===== config.mk =====
export PLATFORM = sky130hd
export DESIGN_NAME = fifo_wr_ctrl
export DESIGN_NICKNAME = d
export VERILOG_FILES = /design/src/rtl/fifo_wr_ctrl.sv
export SDC_FILE = /design/constraint.sdc
export NUM_CORES = 1
export LEC_CHECK = 0
export CAP_MARGIN = 20
export CORE_UTILIZATION = 25
export DETAILED_ROUTE_END_ITERATION = 8
export DONT_BUFFER_PORTS = 1
export HOLD_SLACK_MARGIN = 0.15
export PLACE_DENSITY = 0.41
export SYNTH_ARGS = -nofsm -noshare
export SYNTH_HDL_FRONTEND = slang
export SYNTH_SLANG_ARGS = --single-unit

===== constraint.sdc =====
create_clock -name wclk -period 2.6 [get_ports wclk]
set_input_delay 0.39 -clock wclk [delete_from_list [all_inputs] [get_ports wclk]]
set_output_delay 0.39 -clock wclk [all_outputs]
set_load 0.01 [all_outputs]

===== src/rtl/fifo_wr_ctrl.sv =====
// fifo_wr_ctrl
// Write-side controller of the dual-clock FIFO. Owns the binary/Gray write
// pointer, the two-flop synchroniser for the read pointer, the registered full
// flag and the sticky overflow flag. Everything runs on wclk.
//
// Build option: define FIFO_WR_LEVEL_EN to build the occupancy outputs
// (wlevel, wafull). Without it both outputs are tied low and no Gray-to-binary
// conversion or level registers exist.
module fifo_wr_ctrl #(
   parameter int ADDRSIZE     = 4,
   parameter int AFULL_THRESH = 12
) (
   input  logic                wclk,
   input  logic                wrst_n,
   input  logic                winc,
   input  logic                wovf_clr,
   input  logic [ADDRSIZE:0]   wptr_rd,
   output logic [ADDRSIZE-1:0] waddr,
   output logic                wclken,
   output logic                wfull,
   output logic [ADDRSIZE:0]   wptr,
   output logic [ADDRSIZE:0]   wlevel,
   output logic                wafull,
   output logic                woverflow
);

   logic [ADDRSIZE:0] wbin_q,     wbin_d;
   logic [ADDRSIZE:0] wptr_q,     wptr_d;
   logic [ADDRSIZE:0] wq1_rptr_q, wq1_rptr_d;
   logic [ADDRSIZE:0] wq2_rptr_q, wq2_rptr_d;
   logic              wfull_q,    wfull_d;
   logic              wovf_q,     wovf_d;

   logic              push;
   logic [ADDRSIZE:0] full_match;

   // Push qualifier. Reset is folded in so fifomem sees no write strobe while
   // wrst_n is low, even though wfull is already cleared at that point.
   always_comb begin
      push = winc & ~wfull_q & wrst_n;
   end

   // Next binary / Gray write pointer.
   always_comb begin
      wbin_d = wbin_q + {{ADDRSIZE{1'b0}}, push};
      wptr_d = (wbin_d >> 1) ^ wbin_d;
   end

   // Full when the next Gray pointer equals the synchronised read pointer with
   // its two MSBs inverted, i.e. the write side is exactly one lap ahead.
   // The stale read pointer can only make this pessimistic, never optimistic.
   always_comb begin
      full_match = {~wq2_rptr_q[ADDRSIZE:ADDRSIZE-1], wq2_rptr_q[ADDRSIZE-2:0]};
      wfull_d    = (wptr_d == full_match);
   end

   // Sticky overflow: a refused push sets it, wovf_clr clears it, set wins.
   always_comb begin
      wovf_d = wovf_q;
      if (winc && wfull_q) begin
         wovf_d = 1'b1;
      end else if (wovf_clr) begin
         wovf_d = 1'b0;
      end
   end

   // Two-stage synchroniser inputs; nothing combinational between the stages.
   always_comb begin
      wq1_rptr_d = wptr_rd;
      wq2_rptr_d = wq1_rptr_q;
   end

   // Read-pointer synchroniser flops.
   always_ff @(posedge wclk) begin
      if (!wrst_n) begin
         wq1_rptr_q <= '0;
         wq2_rptr_q <= '0;
      end else begin
         wq1_rptr_q <= wq1_rptr_d;
         wq2_rptr_q <= wq2_rptr_d;
      end
   end

   // Write pointer, full and overflow state.
   always_ff @(posedge wclk) begin
      if (!wrst_n) begin
         wbin_q  <= '0;
         wptr_q  <= '0;
         wfull_q <= 1'b0;
         wovf_q  <= 1'b0;
      end else begin
         wbin_q  <= wbin_d;
         wptr_q  <= wptr_d;
         wfull_q <= wfull_d;
         wovf_q  <= wovf_d;
      end
   end

`ifdef FIFO_WR_LEVEL_EN
   localparam int PW = ADDRSIZE + 1;
   localparam logic [ADDRSIZE:0] AFULL_LVL = PW'(AFULL_THRESH);

   logic [ADDRSIZE:0] rbin;
   logic [ADDRSIZE:0] wlevel_q, wlevel_d;
   logic              wafull_q, wafull_d;

   function automatic logic [ADDRSIZE:0] gray2bin(input logic [ADDRSIZE:0] g);
      logic [ADDRSIZE:0] b;
      b[ADDRSIZE] = g[ADDRSIZE];
      for (int i = ADDRSIZE - 1; i >= 0; i--) begin
         b[i] = b[i+1] ^ g[i];
      end
      return b;
   endfunction

   // Occupancy after this edge's push, against the synchronised read pointer.
   // Uses the same read pointer as the full compare, so level==DEPTH tracks wfull.
   always_comb begin
      rbin     = gray2bin(wq2_rptr_q);
      wlevel_d = wbin_d - rbin;
      wafull_d = (wlevel_d >= AFULL_LVL);
   end

   // Level and almost-full registers.
   always_ff @(posedge wclk) begin
      if (!wrst_n) begin
         wlevel_q <= '0;
         wafull_q <= 1'b0;
      end else begin
         wlevel_q <= wlevel_d;
         wafull_q <= wafull_d;
      end
   end

   assign wlevel = wlevel_q;
   assign wafull = wafull_q;
`else
   assign wlevel = '0;
   assign wafull = 1'b0;
`endif

   assign waddr     = wbin_q[ADDRSIZE-1:0];
   assign wclken    = push;
   assign wfull     = wfull_q;
   assign wptr      = wptr_q;
   assign woverflow = wovf_q;

endmodule

==> impl_summary.log <==
INFO  metric static-leakage-power = 0.391 nW
INFO  metric finalHoldViolCount = 0
INFO  metric n_antenna_cell = 0
INFO  metric dpl.hpwl = 920 um
INFO  metric postSynthCellCount = 83
INFO  metric drive_above_1_share = 10.6%
INFO  metric critical_path_required = 2.82 ns
INFO  metric fill_cells = 347
INFO  metric globalRouteTotalUtil = 8.03%
INFO  metric worst_path_class_setup = flip-flop to flip-flop
INFO  metric cts_root_buf = clkbuf_4
INFO  metric syn-mean-instance-area = 10.4 sq um
INFO  metric met1Wirelength = 606 um
INFO  metric fp.dieArea = 3690 sq um
INFO  metric drt.antenna.violating_nets = 0
INFO  metric timing.final.crit_period = 2.17 ns
INFO  metric worst_skew_pair.late_latency = 0.30 ns
INFO  metric post-place-cells = 125
INFO  metric fp.dieH = 60.7 um
INFO  metric floorplan.core_area = 3150 sq um
INFO  metric synth.yosys.seq_area_share = 48.8%
INFO  metric cts.hold.buffers_added = 0
INFO  metric detailedRoute.firstIterationViolations = 22
INFO  metric highest_routed_layer = met4
INFO  metric remaining_drc_errors = 0
INFO  metric cts.sinks = 21
INFO  metric status = complete, no violations
INFO  metric met3RoutedLength = 116 um
INFO  metric pin_count_of_the_biggest_net_entering_global_routing = 23
INFO  metric critical_path_startpoint_category = flip-flop
INFO  metric cts.repair_timing.setup_buffer_count = 0
INFO  metric timing.fmax = 460 MHz
INFO  metric postCtsResizedCells = 0
INFO  metric die_width = 60.7 um
INFO  metric first_pass_grt_wire_length = 2020 um
INFO  metric hold_slack = 0.203 ns
INFO  metric total_via_count_after_detailed_routing = 481
INFO  metric synth.yosys.warnings = 0
INFO  metric finish.net_count = 97
INFO  metric detailedRoute.firstPassIterationCount = 4
INFO  metric initial_antenna_violation_count = 0
INFO  metric overflow = 0
INFO  metric power_density = 579 nW/um^2
INFO  metric timing.max_cap.violations = 0
INFO  metric setup.worst_path.end_class = flip-flop
INFO  metric timing.final.crit_share = 83.5%
INFO  metric synthDistinctLibCells = 20
INFO  metric io-pin-count = 27
INFO  metric rows = 20
INFO  metric dr_wl_met2 = 533 um
INFO  metric cell_area_synth = 862 sq um
INFO  metric largest_voltage_drop_on_the_vdd_net = 0.282 mV
INFO  metric ys_ff_latch = 21
INFO  metric timing.critical_path.fanout_max = 4
INFO  metric setup_violations = 0
INFO  metric htree_levels = 1
INFO  metric kind_of_path_behind_the_tightest_hold_check = input port to flip-flop
INFO  metric numCtsBuffers = 3
INFO  metric clk_pin_slew = 0.12 ns
INFO  metric wl_per_cell = 9.89 um
INFO  metric timing_max_transition_violations_final = 0
INFO  metric synthToLayoutAreaGrowth = 6.53%
INFO  metric gp_routability_congestion = 0.680
INFO  metric routed_wl = 1280 um
INFO  metric tritoncts = done
INFO  metric first_global_vias = 422
INFO  metric vias_per_cell = 3.73
INFO  metric worst-endpoint-arrival = 2.39 ns
INFO  metric floorplan.initialDensity = 27.3%
INFO  metric layout.cells.non_filler = 129
INFO  metric grt_setup_unrepaired = false
INFO  metric totalNegativeSetupSlack = 0 ns
INFO  metric clock_skew = 0.00322 ns
INFO  metric clock_tree.buffer_depth = 2
INFO  metric place.port_buffers = 0
INFO  metric power.total = 532 uW
[cell usage after synthesis]
library cell  number  area share (%)
dfxtp_1           21              49
buf_4              6             5.2
ha_1               2             2.9
nand3_1            2             1.2
clkbuf_1           2            0.87
a21oi_1            1            0.58
xor3_1             1             2.8
nor2b_1            3             2.2
conb_1             1            0.43
and2_1            17              12
nor4_2             1             1.5
nand2b_1           1            0.73
a21boi_0           1            0.87
xnor2_1            5             5.1
xor2_1             6             6.1
xor2_2             1             1.9
and2_2             1            0.87
nor2_1             4             1.7
a211oi_2           1             1.5
nand2_1            6             2.6
[stage by stage]
step / setup slack (ns) / utilization [%] / cell area, sq um
after floorplan: 0.312 / - / 881
after global placement: 0.398 / 28.3 / 891
after detailed placement: 0.313 / 28.3 / 891
after CTS: 0.341 / 29.1 / 918
after global routing: 0.285 / 29.1 / 918
final: 0.428 / 29.1 / 918
[kinds of logic after synthesis]
logic type               count (synthesis)  synth area share, %
buffers and inverters                    8                 6.10
other                                    1                0.435
XOR/XNOR                                13                 15.8
AND/OR/NAND/NOR                         35                 23.1
flip-flops                              21                 48.8
adder cells (fa/ha/maj)                  2                 2.90
AO/OA/AOI/OAI                            3                 2.90
[state kept, by name (all words and copies together), names as in the netlist]
register and count:
wptr 4, wq2_rptr_q 5, wfull 1, woverflow 1
wbin_q 5, wq1_rptr_q 5
[area by class of cell]
type | instances | area [sq um] | share of cell area (%)
timing repair buffer | 1 | 7.51 | 0.817
multi-input combinational | 59 | 408 | 44.4
sequential | 21 | 420 | 45.8
clock inverter | 1 | 5.00 | 0.545
tap | 44 | 55.1 | 5.99
clock buffer | 3 | 22.5 | 2.45
[metal layers]
layer / vias up / track usage, %
li1: 251 / -
met1: 207 / 9.49
met2: 21 / 11.3
met3: 2 / 5.12
met4: 0 / 3.90
met5: - / 0
[worst max-delay path: stages (launching register included)]
cell and delay, ns:
dfxtp_1 0.37, nor2_1 0.22, ha_1 0.23, ha_1 0.29
nor2b_1 0.10, a211oi_2 0.30, xor3_1 0.29, nor4_2 0.29
[placed cells by master (no fill, tap or decap)]
cell | synthesis | final
dfxtp_1 | 21 | 21
and2_1 | 17 | 17
nand2_1 | 6 | 6
xor2_1 | 6 | 6
conb_1 | 1 | 6
xnor2_1 | 5 | 5
nor2_1 | 4 | 4
nor2b_1 | 3 | 3
clkbuf_4 | 0 | 3
nand3_1 | 2 | 2
ha_1 | 2 | 2
xor2_2 | 1 | 1
and2_2 | 1 | 1
a211oi_2 | 1 | 1
xor3_1 | 1 | 1
a21oi_1 | 1 | 1
nor4_2 | 1 | 1
nand2b_1 | 1 | 1
a21boi_0 | 1 | 1
clkinv_2 | 0 | 1
buf_4 | 6 | 1
[path summary, 6_finish.rpt]
| path | start | endpoint | slack (ns) | depth (start not counted) |
|---|---|---|---|---|
| worst max-delay path | wfull$_SDFF_PN0_ | wfull$_SDFF_PN0_ | 0.43 | 7 |
| worst min-delay path | wrst_n | wq1_rptr_q[3]$_SDFF_PN0_ | 0.20 | 1 |
| worst max register to register | wfull$_SDFF_PN0_ | wfull$_SDFF_PN0_ | 0.43 | 7 |
| worst min register to register | wq1_rptr_q[0]$_SDFF_PN0_ | wq2_rptr_q[0]$_SDFF_PN0_ | 0.45 | 1 |
[report_power, final]
group | switching (mW) | internal, mW
Clock | 0.0999 | 0.0574
Combinational | 0.0173 | 0.0168
Sequential | 0.00702 | 0.334
No activity file was read; power rests on OpenSTA's default activity.
